--- src/rtl/instr_encoder_if.sv ---
// Request and instruction-memory bus for the instruction encoder/loader.
// master = request producer and memory side, slave = the encoder itself.
interface instr_encoder_if #(
  parameter int ADDR_W = 8
);
  // Request channel
  logic              in_valid;
  logic              in_ready;
  logic [2:0]        in_kind;
  logic [4:0]        in_rs;
  logic [4:0]        in_rt;
  logic [4:0]        in_rd;
  logic [4:0]        in_shamt;
  logic [5:0]        in_funct;
  logic [15:0]       in_imm;
  logic [25:0]       in_target;

  // Instruction-memory write channel
  logic              mem_we;
  logic [ADDR_W-1:0] mem_addr;
  logic [31:0]       mem_wdata;
  logic              mem_ready;

  // Loader status
  logic              full;
  logic              err;
  logic [ADDR_W:0]   instr_count;

  modport master (
    output in_valid, in_kind, in_rs, in_rt, in_rd, in_shamt, in_funct,
           in_imm, in_target, mem_ready,
    input  in_ready, mem_we, mem_addr, mem_wdata, full, err, instr_count
  );

  modport slave (
    input  in_valid, in_kind, in_rs, in_rt, in_rd, in_shamt, in_funct,
           in_imm, in_target, mem_ready,
    output in_ready, mem_we, mem_addr, mem_wdata, full, err, instr_count
  );
endinterface

--- src/rtl/instr_encoder.sv ---
// Packs field-level MIPS instruction requests into 32-bit words, buffers them
// in a 2-entry FIFO and writes them to instruction memory at consecutive word
// addresses starting at BASE_ADDR.
module instr_encoder #(
  parameter int ADDR_W    = 8,
  parameter int BASE_ADDR = 0
) (
  input  logic          clk,
  input  logic          reset,
  input  logic          clear,
  instr_encoder_if.slave bus
);

  localparam logic [ADDR_W-1:0] BASE_PTR = ADDR_W'(BASE_ADDR);
  localparam logic [ADDR_W-1:0] LAST_PTR = '1;

  localparam logic [2:0] KIND_R   = 3'd0;
  localparam logic [2:0] KIND_LW  = 3'd1;
  localparam logic [2:0] KIND_SW  = 3'd2;
  localparam logic [2:0] KIND_BEQ = 3'd3;
  localparam logic [2:0] KIND_J   = 3'd4;

  // FIFO occupancy states
  localparam logic [1:0] ST_EMPTY = 2'd0;
  localparam logic [1:0] ST_ONE   = 2'd1;
  localparam logic [1:0] ST_TWO   = 2'd2;

  logic [1:0]        state_q;
  logic [31:0]       head_q, tail_q;
  logic [ADDR_W-1:0] addr_q;
  logic [ADDR_W:0]   count_q;
  logic              full_q, err_q;

  logic [31:0] word_d;
  logic        legal_d;
  logic        accept, push, pop;

  // Encode the request fields into a MIPS word according to the kind
  always_comb begin
    // NOTE: every always_comb output gets a default first so no latch is inferred.
    word_d  = '0;
    legal_d = 1'b1;
    case (bus.in_kind)
      KIND_R:   word_d = {6'd0, bus.in_rs, bus.in_rt, bus.in_rd, bus.in_shamt, bus.in_funct};
      KIND_LW:  word_d = {6'd35, bus.in_rs, bus.in_rt, bus.in_imm};
      KIND_SW:  word_d = {6'd43, bus.in_rs, bus.in_rt, bus.in_imm};
      KIND_BEQ: word_d = {6'd4, bus.in_rs, bus.in_rt, bus.in_imm};
      KIND_J:   word_d = {6'd2, bus.in_target};
      default:  legal_d = 1'b0;
    endcase
  end

  // Handshake and drain control; reset/clear suppress both sides in the same cycle
  always_comb begin
    bus.mem_we   = !reset && !clear && (state_q != ST_EMPTY) && !full_q;
    pop          = bus.mem_we && bus.mem_ready;
    bus.in_ready = !reset && !clear && !full_q && ((state_q != ST_TWO) || pop);
    accept       = bus.in_valid && bus.in_ready;
    push         = accept && legal_d;
  end

  assign bus.mem_addr    = addr_q;
  assign bus.mem_wdata   = head_q;
  assign bus.full        = full_q;
  assign bus.err         = err_q;
  assign bus.instr_count = count_q;

  // Two-entry FIFO: head_q is the word being offered to memory
  always_ff @(posedge clk) begin
    // NOTE: the FIFO storage is reset too, because mem_wdata must read 0 after reset.
    if (reset || clear) begin
      state_q <= ST_EMPTY;
      head_q  <= '0;
      tail_q  <= '0;
    end else begin
      // NOTE: non-blocking assignments so head/tail shift reads the old tail value.
      case (state_q)
        ST_EMPTY: begin
          if (push) begin
            head_q  <= word_d;
            state_q <= ST_ONE;
          end
        end
        ST_ONE: begin
          if (push && pop) begin
            head_q <= word_d;
          end else if (push) begin
            tail_q  <= word_d;
            state_q <= ST_TWO;
          end else if (pop) begin
            state_q <= ST_EMPTY;
          end
        end
        ST_TWO: begin
          if (push && pop) begin
            head_q <= tail_q;
            tail_q <= word_d;
          end else if (pop) begin
            head_q  <= tail_q;
            state_q <= ST_ONE;
          end
        end
        default: state_q <= ST_EMPTY;
      endcase
    end
  end

  // Write pointer, word count and sticky status flags
  always_ff @(posedge clk) begin
    if (reset || clear) begin
      addr_q  <= BASE_PTR;
      count_q <= '0;
      full_q  <= 1'b0;
      err_q   <= 1'b0;
    end else begin
      if (accept && !legal_d) err_q <= 1'b1;
      if (pop) begin
        count_q <= count_q + 1'b1;
        // The last location saturates the pointer instead of wrapping
        if (addr_q == LAST_PTR) full_q <= 1'b1;
        else                    addr_q <= addr_q + 1'b1;
      end
    end
  end

endmodule

--- src/flat_wrapper.sv ---
// flat-port wrapper written by rule: the top's interface ports become plain ports
module instr_encoder_flat 
#(
  parameter int ADDR_W    = 8,
  parameter int BASE_ADDR = 0
)
  (clk, reset, clear, bus_in_valid, bus_in_kind, bus_in_rs, bus_in_rt, bus_in_rd, bus_in_shamt, bus_in_funct, bus_in_imm, bus_in_target, bus_mem_ready, bus_in_ready, bus_mem_we, bus_mem_addr, bus_mem_wdata, bus_full, bus_err, bus_instr_count);
  instr_encoder_if #(.ADDR_W(ADDR_W)) bus_i ();
  input  logic clk;
  input  logic reset;
  input  logic clear;
  input wire logic [$bits(bus_i.in_valid)-1:0] bus_in_valid;
  input wire logic [$bits(bus_i.in_kind)-1:0] bus_in_kind;
  input wire logic [$bits(bus_i.in_rs)-1:0] bus_in_rs;
  input wire logic [$bits(bus_i.in_rt)-1:0] bus_in_rt;
  input wire logic [$bits(bus_i.in_rd)-1:0] bus_in_rd;
  input wire logic [$bits(bus_i.in_shamt)-1:0] bus_in_shamt;
  input wire logic [$bits(bus_i.in_funct)-1:0] bus_in_funct;
  input wire logic [$bits(bus_i.in_imm)-1:0] bus_in_imm;
  input wire logic [$bits(bus_i.in_target)-1:0] bus_in_target;
  input wire logic [$bits(bus_i.mem_ready)-1:0] bus_mem_ready;
  output wire logic [$bits(bus_i.in_ready)-1:0] bus_in_ready;
  output wire logic [$bits(bus_i.mem_we)-1:0] bus_mem_we;
  output wire logic [$bits(bus_i.mem_addr)-1:0] bus_mem_addr;
  output wire logic [$bits(bus_i.mem_wdata)-1:0] bus_mem_wdata;
  output wire logic [$bits(bus_i.full)-1:0] bus_full;
  output wire logic [$bits(bus_i.err)-1:0] bus_err;
  output wire logic [$bits(bus_i.instr_count)-1:0] bus_instr_count;
  assign bus_i.in_valid = bus_in_valid;
  assign bus_i.in_kind = bus_in_kind;
  assign bus_i.in_rs = bus_in_rs;
  assign bus_i.in_rt = bus_in_rt;
  assign bus_i.in_rd = bus_in_rd;
  assign bus_i.in_shamt = bus_in_shamt;
  assign bus_i.in_funct = bus_in_funct;
  assign bus_i.in_imm = bus_in_imm;
  assign bus_i.in_target = bus_in_target;
  assign bus_i.mem_ready = bus_mem_ready;
  assign bus_in_ready = bus_i.in_ready;
  assign bus_mem_we = bus_i.mem_we;
  assign bus_mem_addr = bus_i.mem_addr;
  assign bus_mem_wdata = bus_i.mem_wdata;
  assign bus_full = bus_i.full;
  assign bus_err = bus_i.err;
  assign bus_instr_count = bus_i.instr_count;
  instr_encoder #(.ADDR_W(ADDR_W), .BASE_ADDR(BASE_ADDR)) u_core (.clk(clk), .reset(reset), .clear(clear), .bus(bus_i));
endmodule
--- config.mk ---
export PLATFORM = sky130hd
export DESIGN_NAME = instr_encoder_flat
export DESIGN_NICKNAME = d
export VERILOG_FILES = /design/src/rtl/instr_encoder_if.sv /design/src/rtl/instr_encoder.sv /design/src/flat_wrapper.sv
export SDC_FILE = /design/constraint.sdc
export NUM_CORES = 1
export LEC_CHECK = 0
export CAP_MARGIN = 20
export CELL_PAD_IN_SITES_DETAIL_PLACEMENT = 1
export CELL_PAD_IN_SITES_GLOBAL_PLACEMENT = 2
export CORE_MARGIN = 1.5
export CORE_UTILIZATION = 29
export DETAILED_ROUTE_END_ITERATION = 16
export MAX_ROUTING_LAYER = met4
export PLACE_DENSITY = 0.92
export SYNTH_ARGS = -nofsm -noshare
export SYNTH_HDL_FRONTEND = slang
export SYNTH_SLANG_ARGS = --single-unit
--- constraint.sdc ---
create_clock -name clk -period 3.2 [get_ports clk]
set_clock_uncertainty 0.2 [all_clocks]
set_input_delay 0.32 -clock clk [delete_from_list [all_inputs] [get_ports clk]]
set_output_delay 0.32 -clock clk [all_outputs]
set_load 0.01 [all_outputs]
======== Yosys cells after proc, flatten, opt, wreduce, memory -nomap -nowiden ========
Index checks and enable logic that the tools add are counted.
cells by class
  $add $sub $neg .......................... 2
  eq/ne operators ......................... 17
  multiplexer cells ....................... 16
  bitwise gates (word level) .............. 1
  reduce and logical (&&, ||, !) cells .... 27
operators by type and width
  cell                                            count
  2-to-1 mux 32 bit                               5
  one-hot mux 32 bit (5 select lines)             1
  one-hot mux 32 bit (3 select lines)             1
  one-hot mux 32 bit (2 select lines)             1
  2-to-1 mux 2 bit                                6
  logical AND 1 bit                               10
  != test 2 x 1 -> 1 bit (second input constant)  5
  adder 9 x 1 -> 9 bit (second input constant)    1
  adder 8 x 1 -> 8 bit (second input constant)    1
  == test 8 bit (second input constant)           1
  AND reduction 4 bit                             2
  == test 3 x 2 -> 1 bit (second input constant)  2
  != test 2 bit (second input constant)           3
  != test 3 x 1 -> 1 bit (second input constant)  2
  one-hot mux 2 bit (3 select lines)              1
  AND reduction 5 bit                             1
  OR reduction 5 bit                              1
  zero test 1 bit                                 4
  AND reduction 2 bit                             2
  nonzero test 2 bit                              2
  == test 3 x 1 -> 1 bit (second input constant)  1
  == test 3 bit (second input constant)           1
  zero test 3 bit                                 1
  nonzero test 3 bit                              1
  other kinds (6)                                 7
word-level totals
  bits in registers ....................... 85
  input port bits ......................... 76
  output and inout port bits .............. 53

======== Longest topological paths before layout ========
Gate-level depths: netlist (run 1).
  word-level depth ........................ 12
  depth in mapped cells ................... 7
  depth with buffers taken out ............ 5

======== Worst setup path after synthesis (run 1) ========
OpenSTA, ideal clock, no wires.
  path type ............................... flip-flop to flip-flop
  start point ............................. register u_core.full_q (netlist: u_core.bus.full)
  end point ............................... register u_core.addr_q[7] (netlist: u_core.bus.mem_addr[7])
  library setup time ...................... 0.116 ns
  arrival time ............................ 1.727 ns
  required time ........................... 2.884 ns
  path slack .............................. 1.157 ns
  stages on the path, launching flop included .. 6
  buffers on the path ..................... 1
  clock period less this slack ............ 2.043 ns
  path through ............................ dfxtp_1 -> buf_6 -> nor4b_4 -> nand3_1 -> or4b_1 -> o211a_1
on the way
  longest elaborated chain between the ends .. 4
RTL lines
  what                           line                  source
  start: declaration             instr_encoder.sv:32   logic full_q, err_q;
  start signal: assignment       instr_encoder.sv:113  full_q <= 1'b0;
  start signal: assignment       instr_encoder.sv:120  if (addr_q == LAST_PTR) full_q <= 1'b1;
  zero test 1 bit                instr_encoder.sv:55   bus.mem_we = !reset && !clear && (state_q != ST_EMPTY) && !full_q;
  logical AND 1 bit              instr_encoder.sv:55
  logical AND 1 bit              instr_encoder.sv:56   pop = bus.mem_we && bus.mem_ready;
  AND reduction 2 bit (no line)  --
  end signal: assignment         instr_encoder.sv:121  else addr_q <= addr_q + 1'b1;
  end: declaration               instr_encoder.sv:30   logic [ADDR_W-1:0] addr_q;
No other way between the ends.
A chain may end at the register's enable or synchronous reset.

======== Worst setup path after layout (run 1) ========
  start point ............................. input port bus_in_kind[1]
  end point ............................... register u_core.head_q[10] (netlist: u_core.bus.mem_wdata[10])
on the way
  longest elaborated chain between the ends .. 7
RTL lines
  what                                                                                  line                                      source
  start: declaration                                                                    flat_wrapper.sv:13                        input wire logic [$bits(bus_i.in_kind)-1:0] bus_in_kind;
  == test 3 x 1 -> 1 bit (tied with other cells)                                        instr_encoder.sv:43                       case (bus.in_kind)
  OR reduction 5 bit (no line)                                                          --
  2-to-1 mux 1 bit                                                                      instr_encoder.sv:43
  logical AND 1 bit                                                                     instr_encoder.sv:59                       push = accept && legal_d;
  logical AND 1 bit                                                                     instr_encoder.sv:85, instr_encoder.sv:95
  != test 3 x 1 -> 1 bit (no line) (tied with other cells)                              --
  AND reduction 4 bit (no line) or one-hot mux 32 bit (3 select lines) (tied branches)  --
  end signal: assignment                                                                instr_encoder.sv:86                       head_q <= word_d;
  end signal: assignment                                                                instr_encoder.sv:96                       head_q <= tail_q;
  end signal: assignment                                                                instr_encoder.sv:99                       head_q <= tail_q;
  end: declaration                                                                      instr_encoder.sv:29                       logic [31:0] head_q, tail_q;
Several ways; a longest one is shown, not always the timed one. The select of a mux whose other input is x is not followed.

==> impl_metrics.env, run 1 <==
export IMPL_status="finished clean"
export IMPL_tns_ns=0
export IMPL_timing_max_cap_violations=0
export IMPL_floorplan_core_area_mm2=0.0145
export IMPL_post_synth_instance_area_mm2=0.00430
export IMPL_number_of_antenna_violations_at_the_first_check_in_global_routing=0
export IMPL_dieArea_mm2=0.0156
export IMPL_criticalPathCategory="primary input to flip-flop"
export IMPL_rsz0062_at_grt="no"
export IMPL_setup_reg_to_reg_worst_slack_ns=1.02
export IMPL_syn_num_nets=581
export IMPL_first_global_vias=4489
export IMPL_syn_avg_cell_area_um2=8.55
export IMPL_die_width_um=125
export IMPL_antenna_cells=0
export IMPL_p_leak_nw=2.11
export IMPL_finalHoldViolCount=0
export IMPL_power_density_mw_per_mm2=400
export IMPL_postCtsResizedCells=0
export IMPL_clk_pin_slew_ns=0.06
export IMPL_starting_density=0.296
export IMPL_worst_endpoint_arrival_ns=2.57
export IMPL_start_kind="primary input"
export IMPL_dr_total_vias=4377
export IMPL_clk_insertion_delay_late_ns=0.34
export IMPL_buffer_ports_inserted=127
export IMPL_final_instance_count_excl_fill=791
export IMPL_finalCritPeriodShare=0.790
export IMPL_totalWireLength_um=14700
export IMPL_cts_sinks=81
export IMPL_setup_ws_ns=0.673
export IMPL_layout_common_cells="127 x sky130_fd_sc_hd__clkdlybuf4s50_1, 81 x sky130_fd_sc_hd__dfxtp_1, 51 x sky130_fd_sc_hd__a21oi_1, 39 x sky130_fd_sc_hd__nor3_1, 28 x sky130_fd_sc_hd__nor2_1"
export IMPL_layout_core_utilization=0.415
export IMPL_chipHeight_um=125
export IMPL_synth_distinct_cells=50
export IMPL_layout_drive_gt1_share=0.0857
export IMPL_drtPass1Iterations=6
export IMPL_drc=0
export IMPL_path_max_fanout=20
export IMPL_clock_path_buffers=2
export IMPL_post_synth_and_or_nand_nor_area_fraction=0.234
export IMPL_drt_iter0_drc=302
export IMPL_globalRouteTotalUtil=0.189
export IMPL_cts_root_buffer="sky130_fd_sc_hd__clkbuf_16"
export IMPL_total_power_mw=2.41
export IMPL_synth_mux_area_frac=0.0611
export IMPL_synthXorXnorAreaFrac=0.0122
export IMPL_fin_nets=680
export IMPL_synth_seq_area_share=0.377
export IMPL_layout_commonest_cell="sky130_fd_sc_hd__clkdlybuf4s50_1"
export IMPL_worst_ir_drop_vdd_mv=0.249
export IMPL_netlist_instances=503
export IMPL_detail_route_wl_per_cell_um=18.6
export IMPL_grt_start_max_net_pins=49
export IMPL_timing_slew_headroom=0.472
export IMPL_timing_final_crit_period_ns=2.53
export IMPL_final_max_slew_viol_count=0
export IMPL_postLayoutCellArea_mm2=0.00603
export IMPL_residual_antenna_violating_net_count_after_detailed_routing=0
export IMPL_cts_made_buffers=9
export IMPL_post_cts_hold_buffer_count=0
export IMPL_place_inst=775
export IMPL_ys_warnings_count=0
export IMPL_grt_pass1_wl_um=23100
export IMPL_worstMarginPinSlew_ns=0.786
export IMPL_gp_routability_congestion=0.758
export IMPL_place_hpwl_um=10400
export IMPL_row_count=44
export IMPL_synth_compound_gate_area_share=0.249
export IMPL_post_cts_repair_setup_buffers=0
export IMPL_fmaxAchievable_mhz=396
export IMPL_tritoncts="built"
export IMPL_syn2layout_area_growth_pct=40.0
export IMPL_synth_ff_latch_count=81
export IMPL_ctsHtreeMaxLevel=3
export IMPL_route_detailed_vias_per_inst=5.53
export IMPL_setup_violations=0
export IMPL_detailed_place_area_mm2=0.00572
export IMPL_holdWs_ns=0.258
export IMPL_final_fill_count=1742
export IMPL_dpl_worst_slack_ns=0.343
export IMPL_combinational_family_with_the_most_area_after_synthesis="compound AO/OA/AOI/OAI gates"
export IMPL_timing_critical_path_required_ns=3.25
export IMPL_synth_adder_area_share=0.00582
export IMPL_min_path_type="flip-flop to flip-flop"
export IMPL_pin_count=129
export IMPL_crit_path_end_kind="flip-flop"
export IMPL_grt_overflow=0
-- state kept, by name, summed over array words and instances, names as in the netlist --
register / flops
u_core.bus.err: 1
u_core.bus.full: 1
u_core.bus.instr_count: 9
u_core.bus.mem_addr: 8
u_core.bus.mem_wdata: 30
u_core.state_q: 2
u_core.tail_q: 30
-- logic make-up (layout without fill, tap and decap cells) --
| kind of cell | Yosys count | in the layout |
|---|---|---|
| other | 1 | 1 |
| multiplexers | 25 | 25 |
| AO/OA/AOI/OAI | 159 | 159 |
| flip-flops | 81 | 81 |
| buffers and inverters | 61 | 165 |
| adder cells (fa/ha/maj) | 2 | 2 |
| AND/OR/NAND/NOR | 168 | 168 |
| XOR/XNOR | 6 | 6 |
-- layer usage --
| metal | share of wire | up-vias | routed length [um] | track usage |
|---|---|---|---|---|
| met5 | 0 | - | 0 | - |
| met4 | 0.015 | 0 | 223 | 0.0642 |
| met3 | 0.040 | 16 | 593 | 0.0228 |
| met2 | 0.46 | 124 | 6790 | 0.301 |
| met1 | 0.48 | 2138 | 7090 | 0.248 |
| li1 | - | 2099 | - | - |
-- layout make-up --
class	count	area, um2	share of cell area
well taps	184	230	0.0382
clock buffers	11	253	0.0419
multi-input cells	361	2440	0.404
inverters	5	18.8	0.00311
flip-flops and latches	81	1620	0.269
clock inverters	5	53.8	0.00893
repair buffers	144	1410	0.234
-- critical path, stage by stage --
cell                              delay [ns]
sky130_fd_sc_hd__clkdlybuf4s50_1        0.46
sky130_fd_sc_hd__o21ai_0                0.37
sky130_fd_sc_hd__buf_4                  0.24
sky130_fd_sc_hd__a41oi_2                0.13
sky130_fd_sc_hd__nand2b_1               0.44
sky130_fd_sc_hd__buf_4                  0.35
sky130_fd_sc_hd__o31ai_1                0.26
-- path summary, 6_finish.rpt --
kind	depth (start not counted)	end	startpoint
max	7	u_core.bus.mem_wdata[10]	bus_in_kind[1]
min reg2reg	2	u_core.bus.err	u_core.bus.err
min	2	u_core.bus.err	u_core.bus.err
max reg2reg	5	u_core.bus.mem_wdata[15]	u_core.state_q[0]
-- synthesized netlist by cell type (all sizes together) --
cell type	count	area [um2]
conb	1	3.75
nor2b	1	6.26
nand3	8	40.0
or4b	1	10.0
buf	13	78.8
o211a	2	20.0
mux2	10	113
and3b	1	8.76
nor4b	17	164
mux2i	15	150
nor4	1	6.26
or4	3	22.5
o2111ai	1	8.76
nor3	39	195
a22oi	1	7.51
or2	3	18.8
a211oi	12	90.1
nand2	18	70.1
ha	2	25.0
nand2b	4	25.0
and4	1	8.76
o211ai	24	180
a311o	16	160
and2	12	75.1
nor4bb	16	160
a21oi	51	255
and3	2	12.5
xor2	3	26.3
o311ai	3	26.3
clkinv	1	3.75
a41oi	2	17.5
clkbuf	43	161
o41ai	3	26.3
nor3b	2	15.0
nor2	30	113
o21ai	26	130
nand3b	1	7.51
or3	3	18.8
dfxtp	81	1620
inv	4	15.0
a2bb2oi	10	87.6
xnor2	3	26.3
nand4	5	31.3
o31ai	8	60.1
-- power by group --
group,internal [mW],switching (mW),leakage [nW]
clock,0.644,0.419,0.155
sequential,1.02,0.00538,0.653
combinational,0.166,0.157,1.30
total,1.83,0.581,2.11
No activity file was read; power rests on OpenSTA's default activity.
==> inputs of run 2 (changes only) <==
--- a/config.mk
+++ b/config.mk
@@ -9,10 +9,10 @@
 export CELL_PAD_IN_SITES_DETAIL_PLACEMENT = 1
 export CELL_PAD_IN_SITES_GLOBAL_PLACEMENT = 2
 export CORE_MARGIN = 1.5
-export CORE_UTILIZATION = 29
+export CORE_UTILIZATION = 27
 export DETAILED_ROUTE_END_ITERATION = 16
 export MAX_ROUTING_LAYER = met4
-export PLACE_DENSITY = 0.92
+export PLACE_DENSITY = 0.87
 export SYNTH_ARGS = -nofsm -noshare
 export SYNTH_HDL_FRONTEND = slang
 export SYNTH_SLANG_ARGS = --single-unit
==> constraint.sdc (replaced) <==
create_clock -name clk -period 2.58 [get_ports clk]
set_clock_uncertainty 0.2 [all_clocks]
set_input_delay 0.258 -clock clk [delete_from_list [all_inputs] [get_ports clk]]
set_output_delay 0.258 -clock clk [all_outputs]
set_load 0.01 [all_outputs]
==> run 2 against run 1 <==
Global-route usage shrank 0.46 points; combinational power grew 26%; clock-buffer cell count shrank 1; critical endpoint is now bus_in_ready; first-iteration DRC count shrank 39%; largest cell class unchanged; utilization shrank 1.6 points; highest routed layer unchanged; critical path depth shrank 3; wire length grew 0.32%.
==> impl_metrics.env, run 2 (synthesis gave the netlist of run 1 again) <==
export IMPL_route_detailed_vias_per_inst=5.31
export IMPL_status="finished clean"
export IMPL_min_path_type="flip-flop to flip-flop"
export IMPL_drtPass1Iterations=4
export IMPL_drc=0
export IMPL_gp_routability_congestion=0.783
export IMPL_antenna_cells=0
export IMPL_layout_common_cells="127 x sky130_fd_sc_hd__clkdlybuf4s50_1, 81 x sky130_fd_sc_hd__dfxtp_1, 51 x sky130_fd_sc_hd__a21oi_1, 39 x sky130_fd_sc_hd__nor3_1, 28 x sky130_fd_sc_hd__nor2_1"
export IMPL_rsz0062_at_grt="no"
export IMPL_power_density_mw_per_mm2=483
export IMPL_buffer_ports_inserted=127
export IMPL_floorplan_core_area_mm2=0.0154
export IMPL_worst_endpoint_arrival_ns=1.84
export IMPL_tns_ns=0
export IMPL_number_of_antenna_violations_at_the_first_check_in_global_routing=0
export IMPL_worstRegToRegCells=4
export IMPL_place_inst=813
export IMPL_grt_start_max_net_pins=38
export IMPL_drt_iter0_drc=185
export IMPL_reg2reg_from="u_core.bus.full"
export IMPL_dr_total_vias=4397
export IMPL_final_max_slew_viol_count=0
export IMPL_grt_overflow=0
export IMPL_die_width_um=129
export IMPL_timing_critical_path_required_ns=2.12
export IMPL_area_taken_by_multi_input_logic_gates_mm2=0.00244
export IMPL_pin_count=129
export IMPL_start_kind="primary input"
export IMPL_row_count=45
export IMPL_post_cts_hold_buffer_count=0
export IMPL_clk_pin_slew_ns=0.06
export IMPL_worst_ir_drop_vdd_mv=0.306
export IMPL_worstMarginPinSlew_ns=0.676
export IMPL_cts_sinks=81
export IMPL_timing_final_crit_period_ns=2.30
export IMPL_timing_slew_headroom=0.546
export IMPL_place_hpwl_um=10900
export IMPL_layout_commonest_cell="sky130_fd_sc_hd__clkdlybuf4s50_1"
export IMPL_cts_made_buffers=9
export IMPL_finalCritPeriodShare=0.890
export IMPL_min_delay_worst_endpoint="u_core.bus.err"
export IMPL_ctsHtreeMaxLevel=3
export IMPL_setup_violations=0
export IMPL_grt_pass1_wl_um=23600
export IMPL_path_max_fanout=4
export IMPL_reg2reg_to="u_core.tail_q[26]"
export IMPL_timing_max_cap_violations=0
export IMPL_final_fill_count=1743
export IMPL_p_leak_nw=2.15
export IMPL_crit_path_end_kind="primary output"
export IMPL_syn2layout_area_growth_pct=42.5
export IMPL_clk_insertion_delay_late_ns=0.34
export IMPL_fin_nets=691
export IMPL_layout_drive_gt1_share=0.100
export IMPL_chipHeight_um=129
export IMPL_criticalPathCategory="primary input to primary output"
export IMPL_postCtsResizedCells=0
export IMPL_detail_route_wl_per_cell_um=17.8
export IMPL_final_instance_count_excl_fill=828
export IMPL_finalHoldViolCount=0
export IMPL_post_cts_repair_setup_buffers=0
export IMPL_globalRouteTotalUtil=0.184
export IMPL_hold_path_depth=2
export IMPL_starting_density=0.280
export IMPL_setup_reg_to_reg_worst_slack_ns=0.60
export IMPL_fmaxAchievable_mhz=435
export IMPL_totalWireLength_um=14700
export IMPL_first_global_vias=4606
export IMPL_min_from="u_core.bus.err"
export IMPL_tritoncts="built"
export IMPL_reg_area_mm2=0.00162
export IMPL_clock_path_buffers=2
export IMPL_cts_root_buffer="sky130_fd_sc_hd__clkbuf_16"
export IMPL_layout_core_utilization=0.399
export IMPL_residual_antenna_violating_net_count_after_detailed_routing=0
export IMPL_dieArea_mm2=0.0167
run 2: cell type report:
cell class,instances,share of cell area
flip-flops and latches,81,0.264
multi-input cells,361,0.398
clock inverters,5,0.00918
inverters,5,0.00306
repair buffers,155,0.244
well taps,211,0.0431
clock buffers,10,0.0390
run 2: worst max-delay path by stage:
stage                                    end  slack, ns             from
finish                          bus_in_ready       0.28            clear
CTS                             bus_in_ready       0.26  u_core.bus.full
detailed placement  u_core.bus.mem_wdata[20]       0.08   bus_in_kind[1]
global route                    bus_in_ready       0.20  u_core.bus.full
global placement      u_core.bus.mem_addr[7]       0.17    bus_mem_ready
floorplan             u_core.bus.mem_addr[7]       0.54  u_core.bus.full
run 2: metal layers:
layer  vias to the layer above  part of all wire  track usage
met5                         -                 0            -
met4                         0             0.011       0.0575
met3                        16             0.044       0.0264
met2                       120              0.46        0.283
met1                      2131              0.49        0.249
li1                       2130                 -            -
run 2: power by group:
part,internal (mW),switching (mW),total [mW]
clock network,0.769,0.519,1.29
registers,1.26,0.00718,1.27
logic,0.213,0.194,0.407
run 2: through the flow:
step / total power [mW] / hold slack, ns / cell area (um2) / worst slack [ns]
after floorplan: 1.48 / 0.239 / 4300 / 0.537
after global placement: 1.69 / 0.242 / 5840 / 0.169
after detailed placement: 1.70 / 0.248 / 5840 / 0.0845
after CTS: 2.99 / 0.260 / 6130 / 0.257
after global routing: 3.06 / 0.287 / 6130 / 0.200
final: 2.96 / 0.255 / 6130 / 0.283
run 2: critical path, stage by stage:
cell	delay, ns
sky130_fd_sc_hd__clkdlybuf4s50_1	0.50
sky130_fd_sc_hd__or3_1	0.42
sky130_fd_sc_hd__nor2_1	0.12
sky130_fd_sc_hd__clkdlybuf4s50_1	0.54
==> inputs of run 3 (changes only) <==
--- a/config.mk
+++ b/config.mk
@@ -8,11 +8,10 @@
 export CAP_MARGIN = 20
 export CELL_PAD_IN_SITES_DETAIL_PLACEMENT = 1
 export CELL_PAD_IN_SITES_GLOBAL_PLACEMENT = 2
-export CORE_MARGIN = 1.5
 export CORE_UTILIZATION = 27
 export DETAILED_ROUTE_END_ITERATION = 16
-export MAX_ROUTING_LAYER = met4
 export PLACE_DENSITY = 0.87
+export SLEW_MARGIN = 5
 export SYNTH_ARGS = -nofsm -noshare
 export SYNTH_HDL_FRONTEND = slang
 export SYNTH_SLANG_ARGS = --single-unit
==> run 3 against run 2 <==
Total power is 3.4% lower; maximum frequency decreased by 2.0%; largest power group is now registers; critical path depth stayed put.
==> impl_metrics.env, run 3 (synthesis gave the netlist of run 1 again) <==
export IMPL_reg2reg_from="u_core.bus.mem_addr[1]"
export IMPL_ctsHtreeMaxLevel=3
export IMPL_reg_area_mm2=0.00162
export IMPL_number_of_antenna_violations_at_the_first_check_in_global_routing=0
export IMPL_start_kind="primary input"
export IMPL_post_cts_hold_buffer_count=0
export IMPL_worst_endpoint_arrival_ns=1.89
export IMPL_worstMarginPinSlew_ns=0.796
export IMPL_clock_path_buffers=2
export IMPL_residual_antenna_violating_net_count_after_detailed_routing=0
export IMPL_cp_slowest_stage_delay_ns=0.55
export IMPL_grt_pass1_wl_um=23600
export IMPL_dr_total_vias=4427
export IMPL_power_density_mw_per_mm2=469
export IMPL_row_count=45
export IMPL_worstRegToRegCells=5
export IMPL_cts_made_buffers=9
export IMPL_final_fill_count=1766
export IMPL_min_path_type="flip-flop to flip-flop"
export IMPL_reg2reg_to="u_core.bus.mem_addr[1]"
export IMPL_pin_count=129
export IMPL_finalCritPeriodShare=0.908
export IMPL_route_detailed_vias_per_inst=5.34
export IMPL_place_hpwl_um=10600
export IMPL_timing_critical_path_required_ns=2.12
export IMPL_layout_commonest_cell="sky130_fd_sc_hd__clkdlybuf4s50_1"
export IMPL_fin_nets=691
export IMPL_fmaxAchievable_mhz=427
export IMPL_chipHeight_um=128
export IMPL_p_leak_nw=2.14
export IMPL_starting_density=0.280
export IMPL_drc=0
export IMPL_grt_met1_usage=0.253
export IMPL_finalHoldViolCount=0
export IMPL_timing_slew_headroom=0.465
export IMPL_cp_cell_sequence="clkdlybuf4s50_1 -> or3_1 -> nor2_1 -> clkdlybuf4s50_1"
export IMPL_dieArea_mm2=0.0164
export IMPL_post_cts_repair_setup_buffers=0
export IMPL_drtPass1Iterations=4
export IMPL_globalRoute_busiestLayer="met2"
export IMPL_critPathLaunch="clear"
export IMPL_first_global_vias=4483
export IMPL_grtUsageMet2=0.281
export IMPL_tritoncts="built"
export IMPL_antenna_cells=0
export IMPL_clk_insertion_delay_late_ns=0.34
export IMPL_setup_reg_to_reg_worst_slack_ns=0.56
export IMPL_timing_final_crit_period_ns=2.34
export IMPL_crit_path_end_kind="primary output"
export IMPL_path_max_fanout=4
export IMPL_cts_root_buffer="sky130_fd_sc_hd__clkbuf_16"
export IMPL_area_taken_by_multi_input_logic_gates_mm2=0.00244
export IMPL_buffer_ports_inserted=127
export IMPL_worst_ir_drop_vdd_mv=0.338
export IMPL_worst_path_most_repeated_cell="sky130_fd_sc_hd__clkdlybuf4s50_1"
export IMPL_rsz0062_at_grt="no"
export IMPL_criticalPathCategory="primary input to primary output"
export IMPL_status="finished clean"
export IMPL_syn2layout_area_growth_pct=42.0
export IMPL_critical_path_slowest_cell="sky130_fd_sc_hd__clkdlybuf4s50_1"
export IMPL_detail_route_wl_per_cell_um=17.6
export IMPL_cts_sinks=81
export IMPL_totalWireLength_um=14600
export IMPL_tns_ns=0
export IMPL_total_power_mw=2.86
export IMPL_min_from="u_core.bus.err"
export IMPL_gp_routability_congestion=0.746
export IMPL_die_width_um=128
export IMPL_clk_pin_slew_ns=0.06
export IMPL_grt_start_max_net_pins=44
export IMPL_layout_drive_gt1_share=0.102
export IMPL_min_delay_worst_endpoint="u_core.bus.err"
export IMPL_globalRouteTotalUtil=0.182
export IMPL_final_max_slew_viol_count=0
export IMPL_floorplan_core_area_mm2=0.0154
export IMPL_grt_overflow=0
export IMPL_gr_util_met3=0.0313
export IMPL_postCtsResizedCells=0
export IMPL_timing_max_cap_violations=0
export IMPL_layout_common_cells="127 x sky130_fd_sc_hd__clkdlybuf4s50_1, 81 x sky130_fd_sc_hd__dfxtp_1, 51 x sky130_fd_sc_hd__a21oi_1, 39 x sky130_fd_sc_hd__nor3_1, 28 x sky130_fd_sc_hd__nor2_1"
export IMPL_hold_path_depth=2
export IMPL_drt_iter0_drc=224
export IMPL_setup_violations=0
## run 3: cell types whose count changed in the layout (fill, tap and decap cells not counted), sizes merged
cell / before / now
clkinvlp: 1 / 2
bufinv: 1 / 0
clkbuf: 10 / 9
clkinv: 4 / 6
## run 3: critical path, delay by kind of cell
| family | cells | cell delay (ns) |
|---|---|---|
| AND/OR/NAND/NOR | 2 | 0.58 |
| buffers and inverters | 2 | 1.05 |
## run 3: worst max path at each step
stage | to | slack [ns]
after floorplan | u_core.bus.mem_addr[7] | 0.54
after global placement | u_core.bus.mem_addr[7] | 0.10
after detailed placement | u_core.bus.instr_count[8] | 0.02
after CTS | bus_in_ready | 0.20
after global routing | bus_in_ready | 0.18
final | bus_in_ready | 0.24
## run 3: layout make-up
type / count / share of cell area
clock buffer: 9 / 0.0369
multi-input combinational: 361 / 0.399
inverter: 5 / 0.00307
tap: 211 / 0.0432
clock inverter: 7 / 0.00778
timing repair buffer: 155 / 0.245
sequential: 81 / 0.265
## run 3: per-layer routing
metal | part of all wire | wire, um
met4 | 0.014 | 205
met2 | 0.45 | 6510
met3 | 0.045 | 656
met1 | 0.49 | 7210
met5 | 0 | 0
## run 3: report_power, final
part,switching (mW),leakage [nW],internal [mW]
sequential,0.00676,0.653,1.26
combinational,0.197,1.35,0.215
clock,0.533,0.131,0.649
total,0.737,2.14,2.13
## run 3: metrics by stage
step / hold slack, ns / std cells / area [um2] / utilization / setup slack, ns
after floorplan: 0.239 / 503 / 4300 / - / 0.537
after global placement: 0.243 / 813 / 5840 / 0.380 / 0.102
after detailed placement: 0.247 / 813 / 5840 / 0.380 / 0.0241
after CTS: 0.260 / 829 / 6110 / 0.397 / 0.197
after global routing: 0.301 / 829 / 6110 / 0.397 / 0.181
final: 0.259 / 829 / 6110 / 0.397 / 0.237
==> RTL change: new RTL, flow settings as in run 2 <==
`ADDR_W` is set to 8 in 3 places; all go to 10.
--- a/src/rtl/instr_encoder_if.sv
+++ b/src/rtl/instr_encoder_if.sv
@@ -2,5 +2,5 @@
 // master = request producer and memory side, slave = the encoder itself.
 interface instr_encoder_if #(
-  parameter int ADDR_W = 8
+  parameter int ADDR_W = 10
 );
   // Request channel
--- a/src/rtl/instr_encoder.sv
+++ b/src/rtl/instr_encoder.sv
@@ -3,5 +3,5 @@
 // addresses starting at BASE_ADDR.
 module instr_encoder #(
-  parameter int ADDR_W    = 8,
+  parameter int ADDR_W    = 10,
   parameter int BASE_ADDR = 0
 ) (
--- a/src/flat_wrapper.sv
+++ b/src/flat_wrapper.sv
@@ -2,5 +2,5 @@
 module instr_encoder_flat 
 #(
-  parameter int ADDR_W    = 8,
+  parameter int ADDR_W    = 10,
   parameter int BASE_ADDR = 0
 )
Ports: changed (resized bus_instr_count and bus_mem_addr); port bits go from 129 to 133. The function was not compared with the original's and may differ.
==> RTL change against run 2 <==
Wire length rose by 1.7%; largest power group is now sequential cells; cell count did not move; combinational power fell by 4%; critical endpoint is now bus_mem_we; power rose by 1.2%; maximum frequency fell by 4.4%; setup slack got worse by 110 ps; sequential cell count rose by 4; area after synthesis rose by 1.4%; first-iteration DRC count rose by 10%; critical path depth rose by 1; final area rose by 2.1%.
==> RTL change: results (changes against run 2) <==
Crit path arrival time - 1950 ps (+110 ps)
Vias - 4,460 (+1.4%)
First-pass GRT wire length - 23.9 mm (+1.3%)
Pin count of the biggest net entering global routing - 58 (+53%)
Pint - 2310 uW (+3.0%)
Number of global-route vias before repair - 4,680 (+1.6%)
GP Congestion - 0.789 (+0.78%)
Sequential area share after synthesis - 39.0% (+1.3 points)
Gr ovfl total - 0 (unchanged)
Reg2reg setup slack - 390 ps (-210 ps)
Worst-path clk slew - 60 ps (about the same)
Leakage - 0.00229 uW (+6.5%)
CP max FO - 3 (-1)
Inst Count DP - 815 (+0.25%)
Antenna cells - 0 (unchanged)
CP startpoint - clear
Hold crit path type - input port to register
Max Slew Vio Count - 0 (unchanged)
Clock root cell - clkbuf_16
Nets@finish - 688 (-0.43%)
Worst r2r src - u_core.bus.full$_SDFFE_PP0P_
Number of detailed-routing iterations run before antenna repair - 6 (+2)
Total CTS buffers - 9 (unchanged)
Post-DP HPWL - 10.8 mm (-0.90%)
Total routed wirelength - 15.0 mm (+1.7%)
Mapped Nets - 579 (-0.34%)
Count of cell types in the netlist - 53 (+6.0%)
R2r endpoint - u_core.bus.mem_addr[4]$_SDFFE_PP0P_
Maximum VDD drop - 292 uV (-4.6%)
Hold path depth - 3 (+1)
Hold path start - bus_in_kind[2]
Worst Hold End - u_core.tail_q[28]$_SDFFE_PP0P_
Post-Syn Area per Cell - 8.71 sq um (+1.8%)
Setup WS pre-CTS - 78.6 ps (-5.84 ps)
Total Routing Usage GR - 18.6% (+0.17 points)
DRT iter0 DRCs - 204 (+10%)
Clk buf depth - 2 (unchanged)
Rel. slew slack - 63.9% (+9.3 points)
Top FF cell, synth - dfxtp_1
FFs w/ async S/R, synth - 0% (unchanged)
Area contributors post-synth - dfxtp_1, o221ai_1, nor2_1
IO buf count - 131 (+3.1%)
Post-synth top cells - dfxtp_1, nor2_1
Outcome - complete, no violations
Layout cell share with drive strength beyond 1 - 8.01% (-2.0 points)
## RTL change: power by group through the flow
stage          clock network (uW)  logic [uW]  registers [uW]
4_1_cts                      1320         395            1330
3_5_place_dp                    0         393            1360
6_report                     1280         392            1330
3_3_place_gp                    0         382            1360
2_1_floorplan                   0         174            1360
5_1_grt                      1380         425            1330
## RTL change: worst reg2reg max path: cells and delay by family (launching register included)
family | cells | cell delay [ps]
DFF | 1 | 420
and+or+nand+nor | 3 | 1330
AOI/OAI and AO/OA | 1 | 160
## RTL change: logic make-up (layout without fill, tap and decap cells)
family,Yosys count,after routing,synth area share [%]
and+or+nand+nor,149,149,17.4
other,1,1,0.0860
muxes,19,19,4.36
adders and majority gates,2,2,0.573
AOI/OAI and AO/OA,183,183,31.9
DFF,85,85,39.0
xor gates and xnor gates,5,5,1.00
buffers and inverters,57,168,5.68
## RTL change: per-layer routing
metal	routed length (microns)	global-route usage, %	up-vias	part of all wire, %
li1	-	-	2139	-
met1	6490	20.9	2224	43
met2	7630	32.5	75	51
met3	493	3.32	22	3.3
met4	391	7.39	0	2.6
met5	0	-	-	0
## RTL change: worst max path at each step
stage          depth (start not counted)                             endpoint  slack [ps]
2_1_floorplan                          5  u_core.bus.mem_addr[3]$_SDFFE_PP0P_         740
3_3_place_gp                           5  u_core.bus.mem_addr[6]$_SDFFE_PP0P_         150
3_5_place_dp                           5  u_core.bus.mem_addr[4]$_SDFFE_PP0P_          80
4_1_cts                                3                           bus_mem_we         100
5_1_grt                                5                           bus_mem_we         110
6_report                               5                           bus_mem_we         180
## RTL change: stage by stage
stage / cell area [sq um] / hold slack (ps) / utilization (%)
finish: 6260 / 133 / 39.6
floorplan: 4360 / 233 / -
global route: 6260 / 144 / 39.6
detailed placement: 5970 / 267 / 37.7
CTS: 6260 / 122 / 39.6
global placement: 5970 / 256 / 37.7
## RTL change: layout make-up
type / instances / area [sq um]
well taps: 216 / 270
inverters: 3 / 11.3
clock buffers: 11 / 253
clock inverters: 2 / 35.0
repair buffers: 152 / 1550
multi-input cells: 359 / 2440
fillers: 1775 / 9570
flip-flops and latches: 85 / 1700
## RTL change: what timing repair did
| item | CTS | global route |
|---|---|---|
| setup endpoints to repair | 0 | 1 |
| setup buffers | 0 | 0 |
| resized for setup | 0 | 1 |
